<file path="src/rtl/mdu_div_sched_pkg.sv">
// Shared CPU header slice: divider scheduler state encoding and result width.
`default_nettype none

package mdu_div_sched_pkg;

  localparam int XLEN      = 32;
  localparam int DIV_RES_W = 64;

  typedef enum logic [2:0] {
    ST_IDLE = 3'd0,
    ST_RUN1 = 3'd1,
    ST_GAP  = 3'd2,
    ST_RUN2 = 3'd3,
    ST_DONE = 3'd4
  } div_state_e;

  // True while the shared divider holds (or is about to receive) an operation.
  function automatic logic div_in_flight(input div_state_e s);
    return (s == ST_RUN1) || (s == ST_GAP) || (s == ST_RUN2);
  endfunction

endpackage

`default_nettype wire

</file>
<file path="src/rtl/mdu_div_sched.sv">
// Schedules two issue slots onto one shared iterative divider, slot 1 first,
// and holds both results until the EXE bundle advances.
`default_nettype none

module mdu_div_sched
  import mdu_div_sched_pkg::*;
(
  input  logic                 clk,
  input  logic                 reset,
  input  logic                 flush,
  input  logic                 req1,
  input  logic                 sign1,
  input  logic [XLEN-1:0]      a1,
  input  logic [XLEN-1:0]      b1,
  input  logic                 req2,
  input  logic                 sign2,
  input  logic [XLEN-1:0]      a2,
  input  logic [XLEN-1:0]      b2,
  input  logic                 adv,
  output logic                 done1,
  output logic                 done2,
  output logic [DIV_RES_W-1:0] res1,
  output logic [DIV_RES_W-1:0] res2,
  output logic                 busy,
  output logic                 div_start,
  output logic                 div_signed,
  output logic [XLEN-1:0]      div_x,
  output logic [XLEN-1:0]      div_y,
  output logic                 div_abort,
  input  logic                 div_valid,
  input  logic [DIV_RES_W-1:0] div_res
);

  div_state_e           state_q, state_d;
  logic                 done1_q, done1_d;
  logic                 done2_q, done2_d;
  logic [DIV_RES_W-1:0] res1_q, res1_d;
  logic [DIV_RES_W-1:0] res2_q, res2_d;
  logic                 div_start_q, div_start_d;
  logic                 div_abort_q, div_abort_d;
  logic                 div_signed_q, div_signed_d;
  logic [XLEN-1:0]      div_x_q, div_x_d;
  logic [XLEN-1:0]      div_y_q, div_y_d;

  // State and output registers.
  always_ff @(posedge clk) begin
    if (reset) begin
      state_q      <= ST_IDLE;
      done1_q      <= 1'b0;
      done2_q      <= 1'b0;
      res1_q       <= '0;
      res2_q       <= '0;
      div_start_q  <= 1'b0;
      div_abort_q  <= 1'b0;
      div_signed_q <= 1'b0;
      div_x_q      <= '0;
      div_y_q      <= '0;
    end else begin
      state_q      <= state_d;
      done1_q      <= done1_d;
      done2_q      <= done2_d;
      res1_q       <= res1_d;
      res2_q       <= res2_d;
      div_start_q  <= div_start_d;
      div_abort_q  <= div_abort_d;
      div_signed_q <= div_signed_d;
      div_x_q      <= div_x_d;
      div_y_q      <= div_y_d;
    end
  end

  // Next-state logic; flush overrides every other event.
  always_comb begin
    state_d = state_q;
    if (flush) begin
      state_d = ST_IDLE;
    end else begin
      case (state_q)
        ST_IDLE: begin
          if (req1)      state_d = ST_RUN1;
          else if (req2) state_d = ST_RUN2;
        end
        ST_RUN1: begin
          if (div_valid) state_d = req2 ? ST_GAP : ST_DONE;
        end
        ST_GAP:  state_d = ST_RUN2;
        ST_RUN2: begin
          if (div_valid) state_d = ST_DONE;
        end
        ST_DONE: begin
          if (adv) state_d = ST_IDLE;
        end
        default: state_d = ST_IDLE;
      endcase
    end
  end

  // Output logic: operand loads, start/abort pulses and result capture.
  always_comb begin
    done1_d      = done1_q;
    done2_d      = done2_q;
    res1_d       = res1_q;
    res2_d       = res2_q;
    div_signed_d = div_signed_q;
    div_x_d      = div_x_q;
    div_y_d      = div_y_q;
    div_start_d  = 1'b0;
    div_abort_d  = 1'b0;
    if (flush) begin
      done1_d     = 1'b0;
      done2_d     = 1'b0;
      div_abort_d = div_in_flight(state_q);
    end else begin
      case (state_q)
        ST_IDLE: begin
          if (req1) begin
            div_x_d      = a1;
            div_y_d      = b1;
            div_signed_d = sign1;
            div_start_d  = 1'b1;
          end else if (req2) begin
            div_x_d      = a2;
            div_y_d      = b2;
            div_signed_d = sign2;
            div_start_d  = 1'b1;
          end
        end
        ST_RUN1: begin
          if (div_valid) begin
            res1_d  = div_res;
            done1_d = 1'b1;
          end
        end
        ST_GAP: begin
          div_x_d      = a2;
          div_y_d      = b2;
          div_signed_d = sign2;
          div_start_d  = 1'b1;
        end
        ST_RUN2: begin
          if (div_valid) begin
            res2_d  = div_res;
            done2_d = 1'b1;
          end
        end
        ST_DONE: begin
          if (adv) begin
            done1_d = 1'b0;
            done2_d = 1'b0;
          end
        end
        default: ;
      endcase
    end
  end

  assign done1      = done1_q;
  assign done2      = done2_q;
  assign res1       = res1_q;
  assign res2       = res2_q;
  assign busy       = (state_q != ST_IDLE);
  assign div_start  = div_start_q;
  assign div_abort  = div_abort_q;
  assign div_signed = div_signed_q;
  assign div_x      = div_x_q;
  assign div_y      = div_y_q;

endmodule

`default_nettype wire

</file>
<file path="config.mk">
export PLATFORM = sky130hd
export DESIGN_NAME = mdu_div_sched
export DESIGN_NICKNAME = d
export VERILOG_FILES = /design/src/rtl/mdu_div_sched_pkg.sv /design/src/rtl/mdu_div_sched.sv
export SDC_FILE = /design/constraint.sdc
export NUM_CORES = 1
export LEC_CHECK = 0
export CAP_MARGIN = 20
export CORE_ASPECT_RATIO = 0.5
export CORE_MARGIN = 4
export CORE_UTILIZATION = 45
export DETAILED_ROUTE_END_ITERATION = 10
export GPL_TIMING_DRIVEN = 1
export PLACE_DENSITY = 0.95
export SYNTH_ARGS = -nofsm -noshare
export SYNTH_HDL_FRONTEND = slang
export SYNTH_SLANG_ARGS = --single-unit
</file>
<file path="constraint.sdc">
create_clock -name clk -period 4.5 [get_ports clk]
set_input_delay 1.35 -clock clk [delete_from_list [all_inputs] [get_ports clk]]
set_output_delay 1.35 -clock clk [all_outputs]
set_load 0.01 [all_outputs]
</file>
==> results of run 1 <==
## cell families after synthesis
group	synth area share (%)
buf+inv	7.54
compound gates	31.9
mux	0.114
simple gates	14.8
flops	45.6
## worst paths after layout
| check | from | cells past startpoint | slack [ns] | to |
|---|---|---|---|---|
| max | req2 | 4 | 1.23 | div_x[3]$_SDFFE_PP0P_ |
| min | res2[17]$_SDFFE_PP0P_ | 2 | 0.48 | res2[17]$_SDFFE_PP0P_ |
| max reg2reg | state_q[1]$_SDFFE_PP0P_ | 4 | 1.62 | state_q[1]$_SDFFE_PP0P_ |
| min reg2reg | res2[17]$_SDFFE_PP0P_ | 2 | 0.48 | res2[17]$_SDFFE_PP0P_ |
## sequential cells by signal, indices dropped and copies added (netlist names)
register and count:
res2 64, div_x 32, res1 64, done2 1, done1 1, state_q 3, div_abort 1, div_signed 1
div_y 32, div_start 1
## final cells by class
type,count,area (um2)
flip-flops and latches,200,4010
multi-input cells,676,4150
well taps,259,324
diodes,1,2.50
repair buffers,411,4100
clock inverters,15,160
clock buffers,17,425
inverters,2,8.76
fillers,1368,5610
## routing by layer
layer	GRT usage, %	vias to the layer above	routed length (um)	share of wire, %
li1	-	4338	-	-
met1	32.8	4542	12200	38
met2	48.7	440	16500	51
met3	5.86	96	2130	6.6
met4	13.0	0	1510	4.7
met5	0	-	0	0
## Yosys cell counts (2+ instances only)
library cell                 n
sky130_fd_sc_hd__buf_2      16
sky130_fd_sc_hd__dfxtp_1   200
sky130_fd_sc_hd__o21ai_0   190
sky130_fd_sc_hd__a311oi_1   26
sky130_fd_sc_hd__nand3_2    30
sky130_fd_sc_hd__buf_6      11
sky130_fd_sc_hd__a211oi_1    2
sky130_fd_sc_hd__a21oi_1   194
sky130_fd_sc_hd__clkbuf_1   71
sky130_fd_sc_hd__nand3_1   163
sky130_fd_sc_hd__buf_1      15
sky130_fd_sc_hd__or3_1       3
sky130_fd_sc_hd__or3b_1      2
sky130_fd_sc_hd__buf_4      17
sky130_fd_sc_hd__inv_2       2
sky130_fd_sc_hd__nand2_1     3
sky130_fd_sc_hd__a311oi_2   39
sky130_fd_sc_hd__or2_2       2
sky130_fd_sc_hd__o21ai_1     3
sky130_fd_sc_hd__a31oi_1     2
## critical path, delay by kind of cell
family                 cells  cell delay [ns]
AND/OR/NAND/NOR            2             1.27
buffers and inverters      1             0.57
AO/OA/AOI/OAI              1             0.24
## metrics by stage
stage | setup slack (ns) | utilization [%] | power [mW]
final | 1.23 | 70.2 | 4.18
after global routing | 1.13 | 70.2 | 4.34
after CTS | 1.25 | 70.1 | 4.20
after detailed placement | 0.874 | 67.0 | 2.67
after global placement | 0.931 | 67.0 | 2.64
after floorplan | 2.05 | - | 2.28
## power by group through the flow
stage               logic [mW]  clock network [mW]  registers (mW)
floorplan                0.332                   0            1.94
global placement         0.717                   0            1.92
detailed placement       0.743                   0            1.93
CTS                      0.746                1.56            1.89
global route             0.796                1.64            1.90
finish                   0.750                1.54            1.89
==> flow_metrics.py, run 1 <==
metrics = {
    "detailed_routing": {
        "viasPerCell": 5.96,
        "drt_pass1_iterations": 5,
        "final_antenna_net_count": 0,
        "drc": 0,
        "vias_after_detailed_routing": 9416,
        "drt-initial-drc-count": 689,
        "avgRoutedWirePerCell_um": 20.5,
        "route.final.wire_length_mm": 32.4,
    },
    "clock_network": {
        "cts.sinks": 200,
        "cts_root_buffer": "sky130_fd_sc_hd__clkbuf_16",
        "clock_input_transition_at_the_sequential_cells_of_the_worst_setup_and_hold_paths_ns": 0.07,
        "clkLatencyLatePin_ns": 0.42,
        "cts_tree": "yes",
        "cts_buffers": 17,
        "number_of_buffers_added_for_setup_after_cts": 0,
        "h_tree_levels": 4,
        "post_cts_hold_buffer_count": 0,
        "clockBufferDepth": 2,
        "post_cts.resized_instances": 0,
    },
    "yosys": {
        "netlist.area_leader.share_pct": 45.6,
        "yosys_register_bits": 200,
        "synth-warning-count": 0,
        "synth_cells": 1008,
        "netlist.top_cell.by_area": "sky130_fd_sc_hd__dfxtp_1",
        "register_area_share_after_synthesis_pct": 45.6,
        "postSynth.topFlopCell": "sky130_fd_sc_hd__dfxtp_1",
        "cell_area_after_synthesis_um2": 8780,
        "yosys.cell_types.count": 37,
        "post_synthesis_mean_instance_area_um2": 8.71,
        "synthArstFlopShare_pct": 0,
        "synth.net_count": 1209,
        "synth.area.top_cells": "sky130_fd_sc_hd__dfxtp_1 (46%), sky130_fd_sc_hd__a21oi_1 (11%), sky130_fd_sc_hd__o21ai_0 (11%), sky130_fd_sc_hd__nand3_1 (9.3%), sky130_fd_sc_hd__a311oi_2 (6.7%)",
        "synth_edf_count": 0,
    },
    "setup_path": {
        "worst_endpoint_required_time_ns": 4.73,
        "worst-path-max-fanout": 66,
        "cp_cell_sequence": "clkdlybuf4s50_1 > or3_2 > and2_4 > a311oi_2",
        "timing.critical_path.arrival_ns": 3.49,
        "critical_path.startpoint_type": "primary input",
        "worstSetupPathType": "in -> reg",
        "cp_slowest_cell": "sky130_fd_sc_hd__and2_4",
        "worstSetupEndpointType": "flop",
        "critPathMaxStageDelay_ns": 0.85,
    },
    "place": {
        "dp.final_hpwl_mm": 22.5,
        "dp_cells": 1548,
        "port_buffers": 398,
        "place.gp.congestion": 0.886,
        "placed_cell_area_um2": 12600,
    },
    "timing": {
        "tightestPinTransition_ns": 1.04,
        "finalSetupViolCount": 0,
        "final_period_minus_worst_setup_slack_ns": 3.27,
        "maxClockFrequency_ghz": 0.306,
        "hold_violations": 0,
        "final_max_slew_viol_count": 0,
        "rsz0062_at_grt": "false",
        "maxSlewHeadroom_pct": 30.4,
        "hold-worst-slack_ns": 0.479,
        "clock_skew_ns": 0.0117,
        "setup_tns_ns": 0,
        "period_share_pct": 72.6,
    },
    "floorplan": {
        "initial_core_util_pct": 46.7,
        "fp.dieW_um": 206,
        "die-height_um": 107,
        "die_area_um2": 21900,
        "std_cell_rows": 35,
        "core-area_um2": 18800,
        "ios": 399,
    },
    "pwr": {
        "combinationalPowerShare_pct": 18.0,
        "irDropWorstVdd_uv": 251,
        "total_switching_power_mw": 1.17,
        "powerDensity_nw_per_um2": 317,
        "power.share.clock_pct": 36.8,
        "seqPwrFrac_pct": 45.2,
        "p_leak_nw": 4.22,
        "p_sw_share_pct": 28.0,
        "internal_mw": 3.01,
    },
    "grt": {
        "number_of_global_route_vias_before_repair": 9198,
        "globalRoute.totalOverflow": 0,
        "grt_antenna_before_repair": 1,
        "grt_first_pass_wirelength_mm": 49.7,
        "overall_track_demand_over_capacity_in_global_routing_pct": 27.8,
        "grt_max_degree": 122,
    },
    "final_layout": {
        "final_nets": 1509,
        "most-common-layout-cells": "sky130_fd_sc_hd__clkdlybuf4s50_1 (396), sky130_fd_sc_hd__dfxtp_1 (199), sky130_fd_sc_hd__a21oi_1 (194)",
        "final_cells": 1581,
        "post_route_cells_drive_above_1_share_pct": 9.92,
        "area_growth_syn_to_layout_pct": 50.1,
        "fin_area_um2": 13200,
        "commonest_non_fill_non_tap_cell_in_the_layout": "sky130_fd_sc_hd__clkdlybuf4s50_1",
    },
    "worst_hold_path": {
        "hp-class": "reg -> reg",
    },
    "job": {
        "maxCapViolations": 0,
    },
    "run_status": {
        "result_of_the_run": "finished clean",
    },
}
Power figures use the tool's default switching activity.
==> run 2, diff against run 1 <==
- CORE_UTILIZATION: 45 -> 38
- PLACE_DENSITY: 0.95 -> 0.89
- clock period: 4.5 -> 2.84 ns (I/O delays scaled with it)
==> run 2 against run 1 <==
  * Final area grew 1.8%
  * Via count grew 0.41%
  * Power grew 60%
  * Sequential power grew 58%
  * Clock skew shrank 0.00074 ns
  * Worst setup slack lost 0.92 ns
  * Flip-flop and latch count is the same
  * Worst hold slack lost 0.0025 ns
  * Utilization shrank 9.6 points
  * Critical path type is now reg -> out
==> flow_metrics.py, run 2 (same netlist as run 1, synthesis figures left out) <==
metrics = {
    "run_status": {
        "result_of_the_run": "finished clean",
    },
    "grt": {
        "globalRoute.totalOverflow": 0,
        "grt_max_degree": 74,
        "grt_antenna_before_repair": 3,
        "grt_first_pass_wirelength_mm": 50.1,
        "number_of_global_route_vias_before_repair": 9234,
        "overall_track_demand_over_capacity_in_global_routing_pct": 23.8,
    },
    "setup_path": {
        "worst_endpoint_required_time_ns": 1.99,
        "worstSetupPathType": "reg -> out",
        "r2r_start": "state_q[1]$_SDFFE_PP0P_",
        "worst-path-max-fanout": 2,
        "critPathLaunch": "state_q[2]$_SDFFE_PP0P_",
        "critical_path.startpoint_type": "flop",
        "r2r_end": "div_x[8]$_SDFFE_PP0P_",
        "endpoint": "busy",
        "reg2regPathDepth": 5,
        "worstSetupEndpointType": "output port",
        "r2r_setup_slack_ns": 0.73,
        "timing.critical_path.arrival_ns": 1.68,
    },
    "detailed_routing": {
        "drt_pass1_iterations": 6,
        "vias_after_detailed_routing": 9455,
        "route.final.wire_length_mm": 33.1,
        "final_antenna_net_count": 0,
        "drc": 0,
        "avgRoutedWirePerCell_um": 20.2,
        "viasPerCell": 5.78,
        "drt-initial-drc-count": 830,
    },
    "worst_hold_path": {
        "hp-class": "reg -> reg",
    },
    "final_layout": {
        "fin_area_um2": 13400,
        "final_nets": 1521,
        "post_route_cells_drive_above_1_share_pct": 10.7,
        "area_growth_syn_to_layout_pct": 52.9,
        "commonest_non_fill_non_tap_cell_in_the_layout": "sky130_fd_sc_hd__clkdlybuf4s50_1",
        "most-common-layout-cells": "sky130_fd_sc_hd__clkdlybuf4s50_1 (396), sky130_fd_sc_hd__dfxtp_1 (199), sky130_fd_sc_hd__a21oi_1 (194)",
        "final_cells": 1635,
        "layout.filler_cells": 1858,
    },
    "floorplan": {
        "initial_core_util_pct": 39.6,
        "fp.dieW_um": 223,
        "ios": 399,
        "std_cell_rows": 38,
        "die_area_um2": 25700,
        "core-area_um2": 22200,
        "die-height_um": 115,
    },
    "pwr": {
        "p_leak_nw": 4.31,
        "irDropWorstVdd_uv": 392,
        "powerDensity_nw_per_um2": 499,
    },
    "timing": {
        "period_share_pct": 89.1,
        "maxClockFrequency_ghz": 0.395,
        "final_period_minus_worst_setup_slack_ns": 2.53,
        "setup_tns_ns": 0,
        "finalSetupViolCount": 0,
        "final_max_slew_viol_count": 0,
        "hold_violations": 0,
        "maxSlewHeadroom_pct": 52.0,
        "rsz0062_at_grt": "false",
        "clock_skew_ns": 0.0110,
        "tightestPinTransition_ns": 0.720,
        "hold-worst-slack_ns": 0.476,
    },
    "clock_network": {
        "clkLatencyLatePin_ns": 0.43,
        "post_cts_hold_buffer_count": 0,
        "clock_input_transition_at_the_sequential_cells_of_the_worst_setup_and_hold_paths_ns": 0.08,
        "cts_tree": "yes",
        "cts_root_buffer": "sky130_fd_sc_hd__clkbuf_16",
        "clockBufferDepth": 2,
        "post_cts.resized_instances": 0,
        "number_of_buffers_added_for_setup_after_cts": 0,
        "cts.sinks": 200,
        "h_tree_levels": 4,
        "cts_buffers": 17,
    },
    "place": {
        "dp.final_hpwl_mm": 23.4,
        "port_buffers": 398,
        "dp_cells": 1601,
        "place.gp.congestion": 0.932,
        "placed_cell_area_um2": 12800,
    },
    "job": {
        "maxCapViolations": 0,
    },
}
[run 2: cell types whose count changed in the layout (fill, tap and decap cells not counted), moves of 2 or more]
cell,delta
sky130_fd_sc_hd__buf_4,+5
sky130_fd_sc_hd__clkinv_4,+6
sky130_fd_sc_hd__clkinvlp_4,-2
sky130_fd_sc_hd__buf_12,+7
sky130_fd_sc_hd__inv_8,-3
sky130_fd_sc_hd__diode_2,+2
[run 2: layer usage]
layer | track usage, % | vias up | wire length [um]
li1 | - | 4368 | -
met1 | 28.5 | 4589 | 13100
met4 | 11.4 | 0 | 1410
met3 | 4.45 | 86 | 1840
met2 | 42.1 | 412 | 16800
met5 | 0 | - | 0
[run 2: critical path, stage by stage, from the launching register on]
cell and delay (ns):
sky130_fd_sc_hd__dfxtp_1 0.31, sky130_fd_sc_hd__or3_1 0.41, sky130_fd_sc_hd__clkdlybuf4s50_1 0.53
[run 2: worst min-delay path by stage]
stage	start	cells past startpoint	to	slack, ns
final	res1[11]$_SDFFE_PP0P_	2	res1[11]$_SDFFE_PP0P_	0.48
after floorplan	done1$_SDFFE_PP0P_	2	done1$_SDFFE_PP0P_	0.49
after CTS	res2[38]$_SDFFE_PP0P_	2	res2[38]$_SDFFE_PP0P_	0.48
after detailed placement	res1[28]$_SDFFE_PP0P_	2	res1[28]$_SDFFE_PP0P_	0.47
after global routing	res1[28]$_SDFFE_PP0P_	2	res1[28]$_SDFFE_PP0P_	0.49
after global placement	res1[34]$_SDFFE_PP0P_	2	res1[34]$_SDFFE_PP0P_	0.46
[run 2: final cells by class]
| type | count | area [um2] | share of cell area (%) |
|---|---|---|---|
| sequential | 200 | 4010 | 29.9 |
| clock buffer | 17 | 425 | 3.17 |
| inverter | 2 | 8.76 | 0.0653 |
| antenna | 3 | 7.51 | 0.0559 |
| multi-input combinational | 676 | 4150 | 30.9 |
| clock inverter | 14 | 166 | 1.24 |
| tap | 300 | 375 | 2.80 |
| timing repair buffer | 423 | 4280 | 31.9 |
[run 2: where the power goes]
| part | total, mW | internal, mW | switching [mW] | leakage [nW] |
|---|---|---|---|---|
| Clock | 2.48 | 1.32 | 1.16 | 0.292 |
| Combinational | 1.24 | 0.623 | 0.619 | 2.39 |
| Sequential | 2.98 | 2.91 | 0.0643 | 1.63 |
[run 2: metrics by stage]
step / setup WS [ns] / total power, mW / utilization [%]
floorplan: 0.886 / 3.61 / -
global route: 0.238 / 6.94 / 60.6
CTS: 0.273 / 6.73 / 60.5
global placement: 0.309 / 4.23 / 57.9
detailed placement: 0.206 / 4.27 / 57.9
finish: 0.309 / 6.70 / 60.6
==> run 3, diff against run 2 <==
- CORE_UTILIZATION: 38 -> 39
- CTS_BUF_LIST: unset -> sky130_fd_sc_hd__clkbuf_4
- PLACE_DENSITY: 0.89 -> 0.91
==> run 3 against run 2 <==
  * First-iteration DRC count grew 28%
  * Combinational power about the same
  * Maximum frequency is 6.7% lower
  * Worst hold slack gained 0.013 ns
  * Clock power down 36%
  * Final area down 1.9%
==> flow_metrics.py, run 3 (same netlist as run 1, synthesis figures left out) <==
metrics = {
    "run_status": {
        "result_of_the_run": "finished clean",
    },
    "timing": {
        "final_period_minus_worst_setup_slack_ns": 2.71,
        "maxSlewHeadroom_pct": 49.3,
        "finalSetupViolCount": 0,
        "setup_tns_ns": 0,
        "tightestPinTransition_ns": 0.761,
        "clock_skew_ns": 0.0210,
        "hold-worst-slack_ns": 0.489,
        "period_share_pct": 95.5,
        "maxClockFrequency_ghz": 0.369,
        "final_max_slew_viol_count": 0,
        "postLayoutSetupSlackWorst_ns": 0.129,
        "rsz0062_at_grt": "false",
        "hold_violations": 0,
    },
    "setup_path": {
        "critPathLaunch": "state_q[2]$_SDFFE_PP0P_",
        "r2r_end": "res2[60]$_SDFFE_PP0P_",
        "cp_slowest_cell": "sky130_fd_sc_hd__clkdlybuf4s50_1",
        "worst_endpoint_required_time_ns": 1.99,
        "worst-path-max-fanout": 2,
        "cp_cell_sequence": "or3_1 > clkdlybuf4s50_1",
        "reg2regPathDepth": 5,
        "timing.critical_path.arrival_ns": 1.86,
        "worstSetupEndpointType": "output port",
        "critPathMaxStageDelay_ns": 0.54,
        "critical_path.startpoint_type": "flop",
        "worstSetupPathType": "reg -> out",
        "r2r_setup_slack_ns": 0.68,
        "r2r_start": "state_q[1]$_SDFFE_PP0P_",
    },
    "detailed_routing": {
        "viasPerCell": 5.83,
        "vias_after_detailed_routing": 9538,
        "route.final.wire_length_mm": 32.0,
        "avgRoutedWirePerCell_um": 19.6,
        "final_antenna_net_count": 0,
        "drc": 0,
        "drt_pass1_iterations": 6,
        "drt-initial-drc-count": 1063,
    },
    "pwr": {
        "irDropWorstVdd_uv": 282,
        "powerDensity_nw_per_um2": 442,
        "p_leak_nw": 4.20,
        "totalPowerFinal_mw": 5.82,
    },
    "final_layout": {
        "final_nets": 1522,
        "post_route_cells_drive_above_1_share_pct": 10.7,
        "commonest_non_fill_non_tap_cell_in_the_layout": "sky130_fd_sc_hd__clkdlybuf4s50_1",
        "final_cells": 1635,
        "utilization_pct": 60.2,
        "fin_area_um2": 13200,
        "most-common-layout-cells": "sky130_fd_sc_hd__clkdlybuf4s50_1 (396), sky130_fd_sc_hd__dfxtp_1 (199), sky130_fd_sc_hd__a21oi_1 (194)",
        "area_growth_syn_to_layout_pct": 49.9,
    },
    "grt": {
        "grt_first_pass_wirelength_mm": 47.8,
        "grt_max_degree": 81,
        "globalRoute.totalOverflow": 0,
        "number_of_global_route_vias_before_repair": 9000,
        "grt_antenna_before_repair": 1,
        "overall_track_demand_over_capacity_in_global_routing_pct": 23.7,
    },
    "clock_network": {
        "post_cts.resized_instances": 0,
        "cts_root_buffer": "sky130_fd_sc_hd__clkbuf_4",
        "cts.sinks": 200,
        "clkLatencyLatePin_ns": 0.58,
        "number_of_buffers_added_for_setup_after_cts": 0,
        "post_cts_hold_buffer_count": 0,
        "cts_tree": "yes",
        "h_tree_levels": 4,
        "cts_buffers": 17,
        "clock_input_transition_at_the_sequential_cells_of_the_worst_setup_and_hold_paths_ns": 0.17,
        "clockBufferDepth": 2,
    },
    "worst_hold_path": {
        "hp-class": "reg -> reg",
        "hold_path_sink": "res2[39]$_SDFFE_PP0P_",
        "hold-path-cell-count": 2,
        "worstHoldStart": "res2[39]$_SDFFE_PP0P_",
    },
    "place": {
        "dp.final_hpwl_mm": 22.5,
        "placed_cell_area_um2": 12900,
        "place.gp.congestion": 0.943,
        "dp_cells": 1602,
        "port_buffers": 398,
        "dp_worst_slack_ns": 0.117,
    },
    "floorplan": {
        "fp.dieW_um": 220,
        "ios": 399,
        "die_area_um2": 25100,
        "core-area_um2": 21900,
        "initial_core_util_pct": 40.1,
        "die-height_um": 114,
        "std_cell_rows": 38,
    },
    "job": {
        "maxCapViolations": 0,
    },
}
-- run 3: cell types whose count changed in the layout (fill, tap and decap cells not counted), sizes merged --
cell	before	now
buf	27	28
clkinv	8	7
clkinvlp	0	1
diode	3	1
inv	6	7
-- run 3: layer usage --
metal / vias to the layer above / global-route usage (%) / share of wire, %
met2: 519 / 40.8 / 50
met1: 4549 / 28.5 / 39
met3: 102 / 4.80 / 7.0
li1: 4368 / - / -
met5: - / 0 / 0
met4: 0 / 11.3 / 4.3
-- run 3: how the worst max path moves through the flow --
stage,endpoint,cells past startpoint
after floorplan,div_x[0]$_SDFFE_PP0P_,4
after CTS,busy,2
after global routing,busy,2
after detailed placement,div_y[21]$_SDFFE_PP0P_,5
final,busy,2
after global placement,div_y[21]$_SDFFE_PP0P_,5
-- run 3: worst max-delay path: cells and delay by family, from the launching register on --
| kind | cells | cell delay, ns |
|---|---|---|
| flops | 1 | 0.34 |
| simple gates | 1 | 0.40 |
| buf+inv | 1 | 0.54 |
-- run 3: where the power goes --
group	switching, mW	internal, mW
registers	0.0630	2.92
clock network	1.04	0.545
logic	0.619	0.630
-- run 3: layout make-up --
cell class / instances / area, um2
multi-input combinational: 676 / 4150
fill: 1790 / 8710
antenna: 1 / 2.50
clock buffer: 17 / 128
sequential: 200 / 4010
inverter: 2 / 8.76
clock inverter: 15 / 165
tap: 300 / 375
timing repair buffer: 424 / 4330
